==> src/rtl/alu_rr_arbiter.sv <==
// Round-robin front end for one shared, fully pipelined 4-bit ALU.
// Tags each issued op so its result returns with the requester ID.
module alu_rr_arbiter #(
    parameter int ALU_LAT = 2
) (
    input  logic       clk,
    input  logic       rst,
    input  logic       req0_valid,
    output logic       req0_ready,
    input  logic [3:0] req0_a,
    input  logic [3:0] req0_b,
    input  logic [1:0] req0_opcode,
    input  logic       req1_valid,
    output logic       req1_ready,
    input  logic [3:0] req1_a,
    input  logic [3:0] req1_b,
    input  logic [1:0] req1_opcode,
    output logic [3:0] alu_a,
    output logic [3:0] alu_b,
    output logic [1:0] alu_opcode,
    input  logic [7:0] alu_result,
    output logic       rsp_valid,
    output logic       rsp_id,
    output logic [7:0] rsp_data,
    output logic       busy
);

    logic               rr_ptr;
    logic               grant0;
    logic               grant1;
    logic               xfer;
    logic               gid;
    logic [ALU_LAT-1:0] tag_v;
    logic [ALU_LAT-1:0] tag_id;

    // rr_ptr only matters when both requesters contend
    always_comb begin
        grant0 = 1'b0;
        grant1 = 1'b0;
        if (!rst) begin
            if (req0_valid && req1_valid) begin
                grant0 = ~rr_ptr;
                grant1 = rr_ptr;
            end else begin
                grant0 = req0_valid;
                grant1 = req1_valid;
            end
        end
    end

    assign req0_ready = grant0;
    assign req1_ready = grant1;
    assign xfer       = grant0 | grant1;
    assign gid        = grant1;

    // idle slots feed 0+0 so the ALU never sees stale operands
    always_comb begin
        alu_a      = 4'd0;
        alu_b      = 4'd0;
        alu_opcode = 2'b00;
        if (grant0) begin
            alu_a      = req0_a;
            alu_b      = req0_b;
            alu_opcode = req0_opcode;
        end else if (grant1) begin
            alu_a      = req1_a;
            alu_b      = req1_b;
            alu_opcode = req1_opcode;
        end
    end

    always_ff @(posedge clk) begin
        if (rst) begin
            rr_ptr <= 1'b0;
        end else if (xfer) begin
            rr_ptr <= ~gid;
        end
    end

    always_ff @(posedge clk) begin
        if (rst) begin
            tag_v  <= '0;
            tag_id <= '0;
        end else begin
            tag_v[0]  <= xfer;
            tag_id[0] <= gid;
            for (int k = 1; k < ALU_LAT; k++) begin
                tag_v[k]  <= tag_v[k-1];
                tag_id[k] <= tag_id[k-1];
            end
        end
    end

    // tail tag lines up with the registered ALU result
    always_ff @(posedge clk) begin
        if (rst) begin
            rsp_valid <= 1'b0;
            rsp_id    <= 1'b0;
            rsp_data  <= 8'd0;
        end else begin
            rsp_valid <= tag_v[ALU_LAT-1];
            if (tag_v[ALU_LAT-1]) begin
                rsp_id   <= tag_id[ALU_LAT-1];
                rsp_data <= alu_result;
            end
        end
    end

    assign busy = (|tag_v) | rsp_valid;

endmodule
==> config.mk <==
export PLATFORM = sky130hd
export DESIGN_NAME = alu_rr_arbiter
export DESIGN_NICKNAME = d
export VERILOG_FILES = /design/src/rtl/alu_rr_arbiter.sv
export SDC_FILE = /design/constraint.sdc
export NUM_CORES = 1
export LEC_CHECK = 0
export BUFFER_PORTS_ARGS = -buffer_cell sky130_fd_sc_hd__buf_2
export CAP_MARGIN = 20
export CELL_PAD_IN_SITES_DETAIL_PLACEMENT = 0
export CELL_PAD_IN_SITES_GLOBAL_PLACEMENT = 2
export CORE_MARGIN = 2
export CORE_UTILIZATION = 20
export DETAILED_ROUTE_END_ITERATION = 8
export GPL_TIMING_DRIVEN = 0
export PLACE_DENSITY_LB_ADDON = 0.1
export SYNTH_ARGS = -nofsm -noshare
export SYNTH_HDL_FRONTEND = slang
export SYNTH_SLANG_ARGS = --single-unit
==> constraint.sdc <==
create_clock -name clk -period 2.4 [get_ports clk]
set_input_delay 0.24 -clock clk [delete_from_list [all_inputs] [get_ports clk]]
set_output_delay 0.24 -clock clk [all_outputs]
set_load 0.02 [all_outputs]
==> results of run 1 <==
-- registers in the layout, summed over array words and instances (netlist names) --
name	count
rsp_data	8
tag_id	2
tag_v	2
rr_ptr	1
rsp_id	1
rsp_valid	1
-- logic make-up (layout without fill, tap and decap cells) --
family	count (synthesis)	count (layout)	synth area share [%]
AO/OA/AOI/OAI	12	12	15.8
buffers and inverters	7	64	6.69
flip-flops	15	15	44.6
multiplexers	9	9	13.4
AND/OR/NAND/NOR	31	31	19.5
-- area by class of cell --
cell class / instances / share of cell area, %
Tap cell: 46 / 5.62
Clock inverter: 1 / 0.489
Multi-Input combinational cell: 52 / 32.0
Clock buffer: 3 / 2.20
Buffer: 7 / 4.40
Sequential cell: 15 / 29.3
Timing Repair Buffer: 53 / 25.9
-- per-stage QoR --
stage	instance area (um2)	cells	utilization (%)	power (mW)	hold WS, ns
final	1020	177	31.2	0.541	0.187
after global routing	1020	177	31.2	0.580	0.184
after CTS	1020	177	31.2	0.553	0.175
after detailed placement	996	173	30.3	0.408	0.433
after global placement	996	173	30.3	0.408	0.418
after floorplan	673	74	-	0.353	0.361
-- tightest hold or removal path: stages --
cell and delay, ns:
buf_2 0.07, mux2i_1 0.05, nor2_1 0.07
-- power groups by stage --
stage / Sequential, mW / Combinational, mW / Clock [mW]
detailed placement: 0.272 / 0.136 / 0
global placement: 0.271 / 0.136 / 0
floorplan: 0.280 / 0.0731 / 0
finish: 0.266 / 0.134 / 0.141
global route: 0.267 / 0.149 / 0.164
CTS: 0.266 / 0.137 / 0.151
-- how the worst min path moves through the flow --
stage / to / slack, ns
finish: rsp_data[2]$_SDFFE_PP0P_ / 0.19
detailed placement: tag_id[1]$_SDFF_PP0_ / 0.43
global placement: tag_id[1]$_SDFF_PP0_ / 0.42
CTS: rsp_data[6]$_SDFFE_PP0P_ / 0.18
global route: rsp_data[1]$_SDFFE_PP0P_ / 0.18
floorplan: tag_v[0]$_SDFF_PP0_ / 0.36
-- cell usage in the layout (no fill, tap or decap) --
cell,count
a211oi_1,1
a21boi_2,1
a32oi_1,10
buf_2,56
buf_4,2
buf_6,1
clkbuf_1,1
clkbuf_4,3
clkinv_2,1
dfxtp_1,15
mux2i_1,9
nand2_1,1
nand2b_1,1
nor2_1,24
nor2b_1,4
or3_1,1
-- per-layer routing --
layer	global-route usage (%)	part of all wire (%)	vias up
li1	-	-	375
met4	4.56	2.1	0
met1	11.0	45	308
met3	2.90	9.9	4
met2	14.7	43	36
met5	0	0	-
==> out/qor.yml, run 1 <==
status:
  outcome: "finished clean"
worst_setup_path:
  cpMaxStageDelayCell: "dfxtp_1"
  worst_ep_required_time_ns: 2.16
  reg2reg_from: "rr_ptr$_SDFFE_PP0P_"
  regToRegEndpoint: "tag_id[0]$_SDFF_PP0_"
  start_kind: "register"
  cp-end-kind: "primary output"
  cp_max_fo: 10
  critical_path.cell_chain: "nand2b_1 -> buf_6 -> a32oi_1 -> nor2_1 -> buf_2"
  r2r_slack_ns: 1.49
  slowest_delay_ns: 0.35
  startpoint: "rr_ptr$_SDFFE_PP0P_"
  critPathBufInv: 2
  endpoint: "alu_a[0]"
  critPathKind: "reg -> out"
  reg2regPathDepth: 4
  crit_cells: 5
  arrival_ns: 1.37
  crit_family: "flip-flops"
synthesis:
  synth-async-reset-ratio_pct: 0
  yosys_register_bits: 15
  yosysSeqAreaShare_pct: 44.6
  yosys-top-cells-area: "dfxtp_1 (45%), mux2i_1 (13%), nor2_1 (13%), a32oi_1 (13%), nor2b_1 (3.7%)"
  synth_edf_count: 0
  syn_area_um2: 673
  ys_top_cells_by_count: "nor2_1 (24), dfxtp_1 (15), a32oi_1 (10)"
  ys_types: 14
  syn-mean-instance-area_um2: 9.10
  synth_top_cell_area_share_pct: 44.6
  synth_top_cell_by_area: "dfxtp_1"
  synth_most_common_cell: "nor2_1"
  syn_inst: 74
  ys.flop_type: "dfxtp_1"
  ys.warnings.count: 0
  synth_nets: 106
timing:
  maxSlewHeadroom_pct: 72.5
  layout_min_cycle_time_ns: 1.61
  fin_ws_ns: 0.787
  final-setup-viol-count: 0
  fmax_mhz: 620
  worstMarginPinSlew_ns: 0.412
  skew_ns: 0.00823
  drv_slew: 0
  fin_tns_setup_ns: 0
  hold_viol_final: 0
  finalCritPeriodShare_pct: 67.2
  grt_setup_unrepaired: "no"
routing:
  antenna_left: 0
  via_per_inst: 4.08
  first_pass_iters: 4
  detail_route.wl_per_cell_um: 9.67
  wl_um: 1710
  route.vias.total: 723
  drt_iter0_markers: 17
  drc_errors: 0
floorplan:
  start_util_pct: 20.5
  io_pins: 55
  dieHeight_um: 62.0
  die_w_um: 62.0
  core_um2: 3280
  rows: 21
  dieArea_um2: 3850
finish:
  fill_cells: 367
  final_nets: 164
  register_area_um2: 300
  multi_input_area_um2: 328
  diodes: 0
  layout-drive-gt1-share_pct: 48.9
  area_growth_pct: 52.0
clock_tree:
  holdBufCountCts: 0
  cts_resized: 0
  h-tree-depth: 1
  root_buffer: "clkbuf_4"
  clock_sinks: 15
  cts_tree: "yes"
  post_cts_buffers: 0
  cts.clk_slew.worst_paths_ns: 0.09
  clock_path_buffers: 2
  clock_latency_ns: 0.28
  cts_buffers: 3
pwr:
  intPower_uw: 382
  ir_drop_mv: 0.128
  p_sw_share_pct: 29.5
  power_density_nw_per_um2: 529
  switchingPower_uw: 159
  leakagePower_nw: 0.514
  seq_power_share_pct: 49.1
  clkPwrFrac_pct: 26.1
  combPwrFrac_pct: 24.8
hold_path:
  hold_class: "in -> reg"
  min_path_cells: 3
  hp-start: "alu_result[2]"
job:
  cap_violations: 0
grt:
  grt_max_degree: 11
  overflow: 0
  gr-usage-all-layers_pct: 9.18
  grt_antenna_before_repair: 0
  grt_pass1_vias: 593
  grt_pass1_wl_um: 2600
placed_design:
  dpl_worst_slack_ns: 1.09
  place.gp.congestion: 0.629
  numPortBuffers: 53
  dp_hpwl_um: 1310
(Power assumes the default switching activity.)
==> run 2, diff against run 1 <==
Settings changed: CORE_UTILIZATION 20 to 17.
Clock period 2.4 ns to 1.4 ns, I/O delays scaled along.
==> out/qor.yml, run 2 (same netlist as run 1, synthesis figures left out) <==
placed_design:
  numPortBuffers: 53  # unchanged
  dpl_worst_slack_ns: 0.184  # -0.910 ns
  dp_hpwl_um: 1470  # +12%
  place.gp.congestion: 0.601  # -4.4%
worst_setup_path:
  slowest_delay_ns: 0.33  # -0.02 ns
  start_kind: "register"
  arrival_ns: 1.21  # -0.16 ns
  reg2reg_from: "tag_v[1]$_SDFF_PP0_"
  critical_path.cell_chain: "nand2b_4 -> a32oi_1 -> nor2_1 -> buf_4"
  critPathKind: "reg -> out"
  cp_max_fo: 11  # +1
  startpoint: "rr_ptr$_SDFFE_PP0P_"
  cp-end-kind: "primary output"
  worst_ep_required_time_ns: 1.26  # -0.90 ns
  cpMaxStageDelayCell: "dfxtp_2"
timing:
  fmax_mhz: 741
  holdWs_ns: 0.133  # -0.0545 ns
  final-setup-viol-count: 0  # unchanged
  fin_ws_ns: 0.0499  # -0.737 ns
  grt_setup_unrepaired: "yes"
  worstMarginPinSlew_ns: 0.435  # +0.0223 ns
  finalCritPeriodShare_pct: 96.4
  layout_min_cycle_time_ns: 1.35
  skew_ns: 0.00285  # -0.00538 ns
  maxSlewHeadroom_pct: 71.0  # -1.5 points
  drv_slew: 0  # unchanged
  hold_viol_final: 0  # unchanged
finish:
  diodes: 0  # unchanged
  area_growth_pct: 58.9
  layout-drive-gt1-share_pct: 49.6  # +0.76 points
  top_register: "rsp_data"
  layout_commonest_cell: "buf_2"
  reg_top3: "rsp_data x8, tag_id x2, tag_v x2"
  largest_register_ffs: 8  # unchanged
  final_nets: 164  # unchanged
  final_cell_mix: "buf_2 (49), nor2_1 (24), dfxtp_1 (14)"
pwr:
  ir_drop_mv: 0.231  # +80%
  intPower_uw: 760  # +99%
  seq_power_share_pct: 43.8  # -5.3 points
  clkPwrFrac_pct: 32.8  # +6.7 points
  leakagePower_nw: 0.524  # +2.1%
  p_sw_share_pct: 27.1  # -2.3 points
  switchingPower_uw: 283  # +78%
  power_density_nw_per_um2: 975  # +84%
  combPwrFrac_pct: 23.4  # -1.4 points
floorplan:
  dieArea_um2: 4480  # +16%
  dieHeight_um: 66.9  # +7.9%
  core_um2: 3740  # +14%
  die_w_um: 66.9  # +7.9%
  io_pins: 55  # unchanged
  rows: 22  # +4.8%
  start_util_pct: 18.0  # -2.5 points
grt:
  grt_antenna_before_repair: 0  # unchanged
  overflow: 0  # unchanged
  grt_pass1_wl_um: 3090  # +19%
  grt_pass1_vias: 724  # +22%
  grt_max_degree: 12  # +1
  gr-usage-all-layers_pct: 9.18  # about the same
clock_tree:
  holdBufCountCts: 0  # unchanged
  clock_latency_ns: 0.24  # -0.04 ns
  root_buffer: "clkbuf_8"
  cts_buffers: 3  # unchanged
  cts.clk_slew.worst_paths_ns: 0.06  # -0.03 ns
  cts_tree: "yes"
  clock_path_buffers: 2  # unchanged
  h-tree-depth: 1  # unchanged
  clock_sinks: 15  # unchanged
status:
  outcome: "finished clean"
routing:
  drt_iter0_markers: 20  # +3
  antenna_left: 0  # unchanged
  wl_um: 1900  # +11%
  via_per_inst: 4.07  # -0.30%
  route.vias.total: 729  # +0.83%
  drc_errors: 0  # unchanged
  detail_route.wl_per_cell_um: 10.6  # +9.6%
  first_pass_iters: 5  # +1
hold_path:
  hold_class: "in -> reg"
  hp-start: "alu_result[4]"
job:
  cap_violations: 0  # unchanged
run 2: changes by cell type in the layout (fill, tap and decap cells not counted), sizes merged:
cell,previous run,this run
clkbuf,4,5
clkinv,1,0
run 2: worst max-delay path, delay by kind of cell, from the launching register on:
kind	cells	cell delay, ns
DFF	1	0.33
and+or+nand+nor	2	0.25
AOI/OAI and AO/OA	1	0.21
buffers and inverters	1	0.17
run 2: final timing paths:
path	end	slack, ns	cells after the start
max reg2reg	rsp_data[5]$_SDFFE_PP0P_	0.49	3
min	rsp_data[4]$_SDFFE_PP0P_	0.13	3
max	alu_opcode[0]	0.05	4
min reg2reg	tag_id[1]$_SDFF_PP0_	0.44	1
run 2: area by class of cell:
class / count / area, um2
Timing Repair Buffer: 54 / 290
Tap cell: 48 / 60.1
Fill cell: 434 / 2670
Sequential cell: 15 / 302
Multi-Input combinational cell: 52 / 335
Clock buffer: 4 / 45.0
Buffer: 6 / 37.5
run 2: power by group through the flow:
stage                     clock network (mW)  registers (mW)  logic, mW
after floorplan                            0           0.480      0.125
after global placement                     0           0.465      0.235
after detailed placement                   0           0.466      0.236
after CTS                              0.360           0.457      0.240
after global routing                   0.381           0.458      0.272
final                                  0.342           0.457      0.244
run 2: metal layers:
layer	routed length [um]	global-route usage [%]
met5	0	0
met1	789	10.1
met3	255	3.38
met2	841	15.0
met4	10	5.36
run 2: per-stage QoR:
step	instances	cell area [um2]	power (mW)	setup TNS [ns]	util, %
final	179	1070	1.04	0	28.6
after global routing	179	1070	1.11	-0.382	28.6
after CTS	179	1050	1.06	0	28.1
after detailed placement	175	998	0.702	0	26.7
after global placement	175	998	0.700	0	26.7
after floorplan	74	673	0.605	0	-
run 2: repair_timing:
action,4_1_cts,5_1_grt
buffers inserted,1,0
pin swaps,1,1
endpoints found under the setup margin,10,11
gates resized for setup,3,7
